--- config.mk ---
export PLATFORM = sky130hd
export DESIGN_NAME = wb_arbiter
export DESIGN_NICKNAME = d
export VERILOG_FILES = /design/src/rtl/wb_arbiter.sv
export SDC_FILE = /design/constraint.sdc
export NUM_CORES = 1
export LEC_CHECK = 0
export CORE_UTILIZATION = 41
export CTS_BUF_LIST = sky130_fd_sc_hd__clkbuf_2
export CTS_CLUSTER_DIAMETER = 100
export DETAILED_ROUTE_END_ITERATION = 8
export PLACE_DENSITY = 0.87
export SYNTH_ARGS = -nofsm -noshare
export SYNTH_HDL_FRONTEND = slang
export SYNTH_SLANG_ARGS = --single-unit
--- constraint.sdc ---
create_clock -name clk -period 2.15 [get_ports clk]
set_input_delay 0.215 -clock clk [delete_from_list [all_inputs] [get_ports clk]]
set_output_delay 0.215 -clock clk [all_outputs]
set_load 0.1 [all_outputs]
--- src/rtl/wb_arbiter.sv ---
// wb_arbiter: merges EXU and LSU results onto the single regfile write port
// and tracks pending register writes for RAW hazard stalls.
module wb_arbiter #(
    parameter int REGS_DIG = 4,
    parameter int XLEN     = 32
) (
    input  logic                       clk,
    input  logic                       rst,
    input  logic                       exu_valid,
    output logic                       exu_ready,
    input  logic [REGS_DIG-1:0]        exu_rd,
    input  logic                       exu_wen,
    input  logic [XLEN-1:0]            exu_data,
    input  logic                       lsu_valid,
    output logic                       lsu_ready,
    input  logic [REGS_DIG-1:0]        lsu_rd,
    input  logic [XLEN-1:0]            lsu_data,
    input  logic                       iss_valid,
    input  logic [REGS_DIG-1:0]        iss_rd,
    output logic [REGS_DIG-1:0]        rf_rd,
    output logic                       rf_wen,
    output logic [XLEN-1:0]            rf_wdata,
    output logic [(1<<REGS_DIG)-1:0]   busy
);
    localparam int NREG = 1 << REGS_DIG;

    logic [1:0]          starve_q, starve_d;
    logic [REGS_DIG-1:0] rf_rd_q, rf_rd_d;
    logic                rf_wen_q, rf_wen_d;
    logic [XLEN-1:0]     rf_wdata_q, rf_wdata_d;
    logic [NREG-1:0]     busy_q, busy_d;
    logic                grant;
    logic [REGS_DIG-1:0] g_rd;
    logic                g_wen;

    // LSU wins contention unless EXU has already lost twice in a row
    assign exu_ready = exu_valid && (!lsu_valid || starve_q == 2'd2);
    assign lsu_ready = lsu_valid && !(exu_valid && starve_q == 2'd2);
    assign grant     = exu_ready || lsu_ready;
    assign g_rd      = exu_ready ? exu_rd : lsu_rd;
    assign g_wen     = exu_ready ? exu_wen : 1'b1;

    always_comb begin
        starve_d   = (exu_valid && !exu_ready) ? (starve_q == 2'd3 ? 2'd3 : starve_q + 2'd1) : 2'd0;
        rf_rd_d    = grant ? g_rd : rf_rd_q;
        rf_wdata_d = grant ? (exu_ready ? exu_data : lsu_data) : rf_wdata_q;
        rf_wen_d   = grant && g_wen && (g_rd != '0);
        busy_d     = '0;
        // a new issue to the same register outranks the retiring write
        for (int i = 1; i < NREG; i++)
            busy_d[i] = (iss_valid && iss_rd == REGS_DIG'(i)) ||
                        (busy_q[i] && !(rf_wen_d && rf_rd_d == REGS_DIG'(i)));
    end

    always_ff @(posedge clk or posedge rst) begin
        if (rst) begin
            starve_q   <= '0;
            rf_rd_q    <= '0;
            rf_wen_q   <= 1'b0;
            rf_wdata_q <= '0;
            busy_q     <= '0;
        end else begin
            starve_q   <= starve_d;
            rf_rd_q    <= rf_rd_d;
            rf_wen_q   <= rf_wen_d;
            rf_wdata_q <= rf_wdata_d;
            busy_q     <= busy_d;
        end
    end

    assign rf_rd    = rf_rd_q;
    assign rf_wen   = rf_wen_q;
    assign rf_wdata = rf_wdata_q;
    assign busy     = busy_q;
endmodule

==> results by group, run 1 <==
Outcome
  – Status: finished, final reports clean

Worst setup path
  – Reg-to-Reg Start: starve_q[0]$_DFF_PP0_
  – Setup CP Type: reg2out
  – R2R setup slack: 0.13 ns
  – CP endpoint kind: primary output
  – CP Data Required Time: 1.93 ns
  – Worst reg2reg endpoint: busy[5]$_DFF_PP0_
  – CP Max Fanout: 22
  – CP arrival: 1.85 ns
  – Reg2Reg Depth: 6
  – CP Capture Point: lsu_ready
  – Crit path launch: starve_q[1]$_DFF_PP0_
  – Worst Setup Start Kind: flip-flop

Layout
  – N_diodes: 0
  – Number of nets in the layout: 465
  – Non-filler instance count after layout: 458
  – Cell area after layout: 4110 um^2
  – Area Overhead vs Synth: 59.0%
  – Storage cell area: 1350 um^2
  – Layout cell share with drive strength beyond 1: 24.8%
  – Fillers: 466
  – Area used by multi-input combinational logic: 1030 um^2

CTS
  – Clk sinks: 54
  – CTS tree: built
  – Skew-Pair Late Insertion Delay: 0.43 ns
  – Num CTS Buffers: 5
  – Clock slew at reported path FFs: 0.27 ns
  – CTS H-tree depth: 2
  – CTS Hold Bufs: 0
  – Clock Path Buffers: 2
  – Root buffer cell: clkbuf_2

STA
  – WHS: 0.0897 ns
  – # setup viols final: 0
  – RSZ-0062 raised after global routing: false
  – Final hold vios: 0
  – Slew headroom: 61.6%
  – Slew Viols, Final: 0
  – Post-route clock period utilization: 96.1%
  – Slew of the pin with the lowest slew margin: 0.573 ns
  – Clock skew: 0.0396 ns
  – Period minus WS final: 2.07 ns
  – FMAX: 484 MHz

Die
  – Rows: 28
  – Width of the die: 81.4 um
  – Initial Util: 43.1%
  – Ports: 137
  – Die area: 6620 um^2
  – Core Footprint: 5990 um^2
  – Die height: 81.4 um

GRT
  – First-pass GRT wire length: 11.6 mm
  – Antenna violations before repair: 0
  – Largest net degree at the start of global routing: 26
  – Overflow after GRT: 0
  – Vias in the first global route: 2426
  – Total global-route track usage: 23.2%

Detailed routing
  – 1st-pass router iterations: 7
  – Vias per cell: 5.63
  – Initial detailed-routing violation count: 230
  – Routed WL per cell: 16.4 um
  – Total number of vias: 2577
  – Drt total wl: 7.53 mm
  – Routed Antenna Nets: 0
  – # DRC: 0

Place
  – IO Port Bufs: 135
  – Post-DP HPWL: 5.79 mm
  – DP Area: 4040 um^2
  – DP Cell Count: 451
  – Gpl congestion: 0.935

Synthesis
  – Yosys top cell area share: 52.3%
  – Post-Syn Area per Cell: 11.0 um^2
  – Most common flop cell mapped by yosys: dfrtp_1
  – Synth warnings: 0
  – Synth area leader: dfrtp_1
  – Syn nets: 317
  – Sequential area share after synthesis: 52.3%
  – Mapped Area: 2580 um^2
  – Synth async-reset ratio: 100%
  – Cells after Synth: 235
  – Number of flops mapped to enable cells by yosys: 0
  – Largest cells by area after synthesis: dfrtp_1, a222oi_1, inv_1
  – #FFs+latches synth: 54
  – Synth unique cells: 45

Job
  – Maxcap violations: 0

Pwr
  – Pwr per Cell Area: 894 nW/um^2
  – Leakage power: 1.89 nW
  – Max IR drop VDD: 0.000809 V

Hold path
  – Worst hold path type: in2async
## state kept, by name, indices dropped and copies added (netlist names)
signal    cells
rf_wdata     32
busy         15
starve_q      2
rf_wen        1
rf_rd         4
## cells in the mapped netlist (2+ instances only)
master     number
a21o_1          3
a21oi_1         7
a21oi_2         2
a221oi_1        4
a221oi_4        2
a222oi_1       32
and3_1          2
buf_1           2
buf_2           2
clkbuf_1        8
dfrtp_1        54
inv_1          37
inv_2           3
nand2_1         7
nand2b_1        2
nand3_1         3
nand3b_1        4
nor2_1          5
nor2b_1         3
o21ai_0        10
o21ai_1         3
o2bb2ai_1       3
o31ai_1         6
o41ai_1         8
or3_1           2
or3b_2          2
## metrics by stage
stage	setup slack, ns	power, mW	TNS [ns]	utilization (%)
6_report	0.0848	3.67	0	68.5
5_1_grt	0.00843	3.81	0	68.5
4_1_cts	0.0579	3.69	0	68.5
3_5_place_dp	-0.104	3.19	-0.151	67.4
3_3_place_gp	0.0143	3.18	0	67.4
2_1_floorplan	0.0350	2.64	0	-
## where the power goes
group          switching (mW)  internal [mW]
Combinational            1.42          0.494
Sequential              0.103           1.16
Clock                   0.306          0.187
## cell type report
cell class	instances	area share, %
repair buffers	155	34.7
clock buffers	5	0.610
inverters	40	3.66
multi-input cells	127	25.0
clock inverters	2	0.823
flip-flops and latches	54	32.9
well taps	75	2.29
## how the worst min path moves through the flow
stage	startpoint	to	slack, ns	depth (start not counted)
5_1_grt	rst	busy[10]$_DFF_PP0_	0.11	2
3_3_place_gp	rf_wdata[16]$_DFFE_PP0N_	rf_wdata[16]$_DFFE_PP0N_	0.47	2
2_1_floorplan	iss_rd[1]	busy[12]$_DFF_PP0_	0.31	1
6_report	rst	busy[14]$_DFF_PP0_	0.09	2
3_5_place_dp	rf_wdata[23]$_DFFE_PP0N_	rf_wdata[23]$_DFFE_PP0N_	0.48	2
4_1_cts	rst	busy[14]$_DFF_PP0_	0.10	2
## what timing repair did
item	4_1_cts	5_1_grt
setup buffers	0	0
pin swaps	0	1
endpoints found under the hold margin	0	0
setup endpoints to repair	1	3
resized for setup	1	2
## worst max-delay path, stage by stage, from the launching register on
cell	delay, ns
dfrtp_1	0.46
nor2b_4	0.16
a21oi_4	0.33
buf_6	0.26
buf_12	0.20
## layout by cell type, fill, tap and decap left out, drive strengths merged, types with 6 or more instances in the layout
cell type	n
a221oi	6
clkdlybuf4s50	81
dfrtp	54
o41ai	9
a222oi	32
nand2	7
inv	40
a21oi	9
o31ai	6
nor2	6
buf	74
o21ai	13
## layer usage
metal  routed length (um)  GRT usage [%]  vias up
met2                 3690           37.6      135
met3                  587           4.72       15
met1                 3090           30.6     1224
met5                    0              0        -
li1                     -              -     1203
met4                  157           8.39        0
## kinds of logic (layout without fill, tap and decap cells)
logic type | count (synthesis) | in the layout | synth area share, %
buffers and inverters | 54 | 202 | 8.38
AOI/OAI and AO/OA | 87 | 87 | 30.0
muxes | 1 | 1 | 0.388
other | 1 | 1 | 0.145
DFF | 54 | 54 | 52.3
and+or+nand+nor | 38 | 38 | 8.72
(Power assumes the default switching activity.)
==> inputs of run 2 (changes only) <==
Settings changed: CORE_UTILIZATION 41 to 55, DONT_BUFFER_PORTS set to 1, PLACE_DENSITY 0.87 to 0.74.
==> results by group, run 2 (synthesis results as in run 1) <==
Outcome
  – Status: finished with violations
  – Violated checks: design-rule violations, negative setup slack

Worst setup path
  – Crit-path leading delay family: compound AO/OA/AOI/OAI gates
  – Setup CP Type: reg2reg
  – CP Data Required Time: 2.50 ns (+0.57 ns)
  – CP arrival: 2.60 ns (+0.75 ns)
  – Largest stage delay, worst path: 0.49 ns (+0.03 ns)
  – Crit-path cells: nor2b_4, a21oi_4, buf_4, a221oi_4, inv_2, o41ai_1, o21ai_1
  – CP endpoint kind: flip-flop
  – Slowest CP cell: dfrtp_1
  – R2R setup slack: -0.1 ns (-0.23 ns)
  – CP Max Fanout: 8 (-64%)
  – Worst Setup Start Kind: flip-flop
  – CP Buf/Inv Count: 2 (unchanged)

CTS
  – Clk sinks: 54 (unchanged)
  – Skew-Pair Late Insertion Delay: 0.47 ns (+0.04 ns)
  – Clock slew at reported path FFs: 0.29 ns (+0.02 ns)
  – Root buffer cell: clkbuf_2
  – Num CTS Buffers: 5 (unchanged)
  – CTS H-tree depth: 2 (unchanged)
  – Clock Path Buffers: 2 (unchanged)
  – CTS tree: built

Detailed routing
  – Drt total wl: 10.4 mm (+38%)
  – 1st-pass router iterations: 9 (+2)
  – Total number of vias: 2962 (+15%)
  – Vias per cell: 7.05 (+25%)
  – # DRC: 21 (+21)
  – Initial detailed-routing violation count: 552 (+140%)
  – Routed Antenna Nets: 0 (unchanged)
  – Routed WL per cell: 24.8 um (+51%)

GRT
  – Total global-route track usage: 38.9% (+16 points)
  – Largest net degree at the start of global routing: 37 (+42%)
  – GR Util met3: 9.52% (+4.8 points)
  – GR Layer Usage met1: 47.3% (+17 points)
  – Overflow after GRT: 0 (unchanged)
  – Antenna violations before repair: 0 (unchanged)
  – Global routing's busiest layer: met2
  – First-pass GRT wire length: 14.4 mm (+24%)
  – Met2 Use GR: 65.8% (+28 points)
  – Vias in the first global route: 2755 (+14%)

Die
  – Initial Util: 58.1% (+15 points)
  – Ports: 137 (unchanged)
  – Core Footprint: 4440 um^2 (-26%)
  – Die height: 70.5 um (-13%)
  – Die area: 4970 um^2 (-25%)
  – Rows: 24 (-14%)
  – Width of the die: 70.5 um (-13%)

Job
  – Maxcap violations: 0 (unchanged)

Layout
  – Non-filler instance count after layout: 420 (-8.3%)
  – Area Overhead vs Synth: 54.7%
  – Number of nets in the layout: 449 (-3.4%)
  – N_diodes: 0 (unchanged)
  – Commonest non-fill, non-tap cell in the layout: dlygate4sd3_1
  – Most frequent cells in the layout: dlygate4sd3_1, dfrtp_1, buf_4
  – Max FFs per register: 32 (unchanged)
  – Layout cell share with drive strength beyond 1: 22.0% (-2.8 points)

Hold path
  – Worst hold path type: in2reg

Pwr
  – Total chip power: 3.71 mW (+1.0%)
  – Pwr per Cell Area: 928 nW/um^2 (+3.8%)
  – Max IR drop VDD: 0.000562 V (-31%)
  – Leakage power: 1.84 nW (-2.8%)

STA
  – Final hold vios: 0 (unchanged)
  – Setup WS post-layout: -0.0992 ns (-0.184 ns)
  – FMAX: 445 MHz (-8.2%)
  – # setup viols final: 4 (+4)
  – Slew of the pin with the lowest slew margin: 0.962 ns (+0.389 ns)
  – Post-route clock period utilization: 105% (+8.6 points)
  – RSZ-0062 raised after global routing: true
  – Slew headroom: 35.8% (-26 points)
  – Slew Viols, Final: 0 (unchanged)
  – Clock skew: 0.0234 ns (-0.0161 ns)
  – Period minus WS final: 2.25 ns (+0.184 ns)
  – WHS: 0.0498 ns (-0.0399 ns)

Place
  – Post-DP HPWL: 4.66 mm (-20%)
  – DP Cell Count: 316 (-30%)
  – Gpl congestion: 0.911 (-2.6%)
  – IO Port Bufs: 0 (-100%)
[run 2: power breakdown]
| group | internal, mW | switching, mW | leakage, nW |
|---|---|---|---|
| clock network | 0.194 | 0.342 | 0.0352 |
| registers | 1.16 | 0.301 | 0.648 |
| logic | 0.435 | 1.28 | 1.15 |
| total | 1.78 | 1.92 | 1.84 |
[run 2: cell type report]
cell class	count	area, um^2
clock inverter	3	45.0
inverter	40	150
multi-input combinational	127	1040
clock buffer	5	25.0
tap	52	65.1
sequential	54	1350
timing repair buffer	139	1320
fill	182	449
[run 2: path summary, 6_finish.rpt]
check                      cells after the start                  endpoint                    start
max reg2reg                                    7         busy[9]$_DFF_PP0_    starve_q[0]$_DFF_PP0_
min                                            2         busy[3]$_DFF_PP0_                iss_valid
min reg2reg                                    2   rf_wdata[9]$_DFFE_PP0N_  rf_wdata[9]$_DFFE_PP0N_
max in group asynchronous                      3  rf_wdata[23]$_DFFE_PP0N_                      rst
max                                            7         busy[9]$_DFF_PP0_    starve_q[0]$_DFF_PP0_
min in group asynchronous                      2  rf_wdata[15]$_DFFE_PP0N_                      rst
[run 2: timing repair]
| item | 4_1_cts | 5_1_grt |
|---|---|---|
| buffers inserted | 1 | 11 |
| gates resized for setup | 3 | 6 |
| setup endpoints to repair | 2 | 5 |
| gates cloned | 0 | 2 |
| pin swaps | 0 | 4 |
| hold endpoints to repair | 76 | 4 |
| hold buffers | 78 | 5 |
[run 2: routing by layer]
| metal | vias up | wire length, um |
|---|---|---|
| li1 | 1176 | - |
| met1 | 1428 | 3460 |
| met2 | 287 | 5250 |
| met3 | 71 | 1090 |
| met4 | 0 | 600 |
| met5 | - | 0 |
[run 2: through the flow]
step / instance area [um^2] / util [%] / setup WS [ns] / setup TNS (ns)
4_1_cts: 3800 / 85.5 / 0.0208 / 0
5_1_grt: 4000 / 89.9 / -0.116 / -0.403
3_3_place_gp: 2930 / 65.9 / 0.286 / 0
3_5_place_dp: 2930 / 65.9 / 0.253 / 0
2_1_floorplan: 2580 / - / 0.0350 / 0
6_report: 4000 / 89.9 / -0.0992 / -0.208
==> inputs of run 3 (changes only) <==
Settings changed: CAP_MARGIN set to 20, CORE_UTILIZATION 55 to 60, PLACE_DENSITY 0.74 to 0.8.
==> results by group, run 3 <==
Outcome
  – Status: did not finish
  – Fail Step: global routing (5_1_grt)
  – Err: [ERROR GRT-0232] Routing congestion too high. Check the congestion heatmap in the GUI.

Synthesis
  – #FFs+latches synth: 54 (unchanged)
  – Number of flops mapped to enable cells by yosys: 0 (unchanged)
  – Yosys top cell area share: 52.3% (unchanged)
  – Largest cells by area after synthesis: dfrtp_1, a222oi_1, inv_1
  – Most common flop cell mapped by yosys: dfrtp_1
  – Sequential area share after synthesis: 52.3% (unchanged)
  – Synth unique cells: 45 (unchanged)
  – Post-synth top cells: dfrtp_1, inv_1, a222oi_1
  – Top-count cell post-synth: dfrtp_1
  – Mapped Area: 2580 um^2 (unchanged)
  – Synth warnings: 0 (unchanged)
  – Synth async-reset ratio: 100% (unchanged)
  – Post-Syn Area per Cell: 11.0 um^2 (unchanged)
  – Syn nets: 317 (unchanged)
  – Synth area leader: dfrtp_1
  – Cells after Synth: 235 (unchanged)

Die
  – Initial Util: 63.6% (+5.5 points)
  – Width of the die: 67.6 um (-4.1%)
  – Rows: 23 (-4.2%)
  – Die height: 67.6 um (-4.1%)
  – Ports: 137 (unchanged)

Place
  – Gpl congestion: 0.842 (-7.6%)
  – Post-DP HPWL: 4.91 mm (+5.4%)
  – IO Port Bufs: 0 (unchanged)

CTS
  – Root buffer cell: clkbuf_2
  – Clk sinks: 54 (unchanged)
  – Num CTS Buffers: 5 (unchanged)
  – CTS H-tree depth: 2 (unchanged)
  – Clock Path Buffers: 2 (unchanged)

GRT
  – Overflow after GRT: 280
  – Total global-route track usage: 96.9%
  – Largest net degree at the start of global routing: 37

STA
  – WEP type: register input
  – Worst endpoint after global-route timing repair: busy[12]$_DFF_PP0_/D
[run 3: cell counts after synthesis]
No cell type changed its count.
[run 3: layer usage]
layer / track usage [%] / GRT overflow
met4: 124 / 102
met2: 118 / 165
met3: 75.3 / 8
met5: 40.0 / 1
met1: 85.3 / 4
[run 3: cell families after synthesis]
group / Yosys count / synth area share (%)
other: 1 / 0.145
flip-flops: 54 / 52.3
AND/OR/NAND/NOR: 38 / 8.72
multiplexers: 1 / 0.388
AO/OA/AOI/OAI: 87 / 30.0
buffers and inverters: 54 / 8.38
[run 3: per-stage QoR]
stage	cells	utilization (%)	hold slack [ns]	area (um^2)	worst slack (ns)
2_1_floorplan	235	-	0.312	2580	0.0350
3_3_place_gp	322	73.3	0.177	2970	0.181
3_5_place_dp	322	73.3	0.180	2970	0.129
4_1_cts	411	95.1	0.000424	3860	0.0231
[run 3: what timing repair did]
| action | in CTS |
|---|---|
| setup endpoints to repair | 2 |
| resized for setup | 3 |
| hold buffers | 79 |
| setup buffers | 2 |
| endpoints found under the hold margin | 70 |
| gates cloned | 0 |
==> inputs of run 4 (changes only) <==
Settings changed: CORE_UTILIZATION 60 to 40, CTS_BUF_LIST sky130_fd_sc_hd__clkbuf_2 to not set, CTS_CLUSTER_DIAMETER 100 to not set, PLACE_DENSITY 0.8 to not set, PLACE_DENSITY_LB_ADDON set to 0.15.
==> results by group, run 4 (synthesis results as in run 1) <==
Outcome
  – Status: finished, final reports clean

Worst setup path
  – CP Max Fanout: 33
  – Worst reg2reg endpoint: busy[13]$_DFF_PP0_
  – Crit path launch: starve_q[1]$_DFF_PP0_
  – R2R setup slack: 0.23 ns
  – Reg-to-Reg Start: starve_q[0]$_DFF_PP0_
  – Reg2Reg Depth: 5
  – CP endpoint kind: primary output
  – Setup CP Type: reg2out
  – CP Data Required Time: 1.93 ns
  – Worst Setup Start Kind: flip-flop
  – CP arrival: 1.75 ns

Place
  – Gpl congestion: 0.852 (+1.2%)
  – Pre-CTS WS: 0.220 ns (+0.0909 ns)
  – Post-DP HPWL: 4.92 mm (+0.22%)
  – DP Area: 3040 um^2 (+2.1%)
  – DP Cell Count: 348 (+8.1%)
  – IO Port Bufs: 0 (unchanged)

STA
  – FMAX: 509 MHz
  – Setup_tns: 0 ns
  – Clock skew: 0.00580 ns
  – Slew Viols, Final: 0
  – Final hold vios: 0
  – Period minus WS final: 1.97 ns
  – WHS: 0.0289 ns
  – Post-route clock period utilization: 91.4%
  – Slew headroom: 39.4%
  – # setup viols final: 0
  – RSZ-0062 raised after global routing: false
  – Slew of the pin with the lowest slew margin: 0.909 ns
  – Setup WS post-layout: 0.185 ns

GRT
  – Vias in the first global route: 1941
  – First-pass GRT wire length: 9.74 mm
  – Overflow after GRT: 0
  – Total global-route track usage: 19.2%
  – Largest net degree at the start of global routing: 34
  – Antenna violations before repair: 0

Hold path
  – Worst hold path type: in2reg
  – Hold Crit Endpoint: rf_wdata[10]$_DFFE_PP0N_
  – HP Start: lsu_data[10]
  – WHS Path Cells: 2

Die
  – Rows: 28 (+22%)
  – Ports: 137 (unchanged)
  – Initial Util: 42.6% (-21 points)
  – Width of the die: 82.4 um (+22%)
  – Die area: 6780 um^2
  – Core Footprint: 6060 um^2
  – Die height: 82.4 um (+22%)

CTS
  – CTS tree: built
  – Clock slew at reported path FFs: 0.09 ns
  – Clock Path Buffers: 2 (unchanged)
  – Root buffer cell: clkbuf_8
  – Num CTS Buffers: 5 (unchanged)
  – Clk sinks: 54 (unchanged)
  – CTS H-tree depth: 2 (unchanged)
  – Skew-Pair Late Insertion Delay: 0.30 ns

Pwr
  – Max IR drop VDD: 0.000529 V
  – Total chip power: 3.50 mW
  – Pwr per Cell Area: 1100 nW/um^2
  – Leakage power: 1.48 nW

Detailed routing
  – Drt total wl: 6.62 mm
  – Total number of vias: 2180
  – 1st-pass router iterations: 7
  – Routed WL per cell: 18.4 um
  – Initial detailed-routing violation count: 246
  – # DRC: 0
  – Routed Antenna Nets: 0
  – Vias per cell: 6.06

Layout
  – Area Overhead vs Synth: 23.0%
  – Most frequent cells in the layout: dfrtp_1, buf_4, inv_1
  – N_diodes: 0
  – Cell area after layout: 3180 um^2
  – Number of nets in the layout: 367
  – Fillers: 550
  – Final Util: 52.4%
  – Layout cell share with drive strength beyond 1: 26.3%
  – Max FFs per register: 32
  – Non-filler instance count after layout: 360
  – Storage cell area: 1350 um^2
  – Commonest non-fill, non-tap cell in the layout: dfrtp_1
  – Area used by multi-input combinational logic: 1030 um^2

Job
  – Maxcap violations: 0
[run 4: area by class of cell]
class / count / area share, %
inverter: 40 / 4.73
clock buffer: 6 / 2.29
multi-input combinational: 127 / 32.3
clock inverter: 1 / 0.236
tap: 75 / 2.96
timing repair buffer: 57 / 14.9
sequential: 54 / 42.6
[run 4: worst max path at each step]
stage,slack [ns],endpoint
2_1_floorplan,0.03,busy[13]$_DFF_PP0_
3_3_place_gp,0.27,busy[9]$_DFF_PP0_
3_5_place_dp,0.22,busy[13]$_DFF_PP0_
4_1_cts,0.04,exu_ready
5_1_grt,0.09,lsu_ready
6_report,0.18,lsu_ready
[run 4: per-layer routing]
| metal | vias up | routed length (um) | track usage, % |
|---|---|---|---|
| met5 | - | 0 | 0 |
| met1 | 1035 | 2870 | 27.6 |
| met4 | 0 | 75 | 6.14 |
| li1 | 1005 | - | - |
| met3 | 7 | 642 | 4.84 |
| met2 | 133 | 3030 | 28.1 |
[run 4: power breakdown]
group	switching (mW)	internal, mW
clock network	0.314	0.224
logic	1.30	0.335
registers	0.168	1.16
total	1.78	1.72
[run 4: repair_timing]
| item | 4_1_cts | 5_1_grt |
|---|---|---|
| hold buffers | 3 | 0 |
| gates resized for setup | 0 | 0 |
| setup endpoints to repair | 0 | 1 |
| setup buffers | 0 | 2 |
| endpoints found under the hold margin | 28 | 0 |
[run 4: worst max-delay path: stages (launching register included)]
cell and delay (ns):
dfrtp_1 0.40, nor2b_4 0.16, a21oi_4 0.31, buf_4 0.56
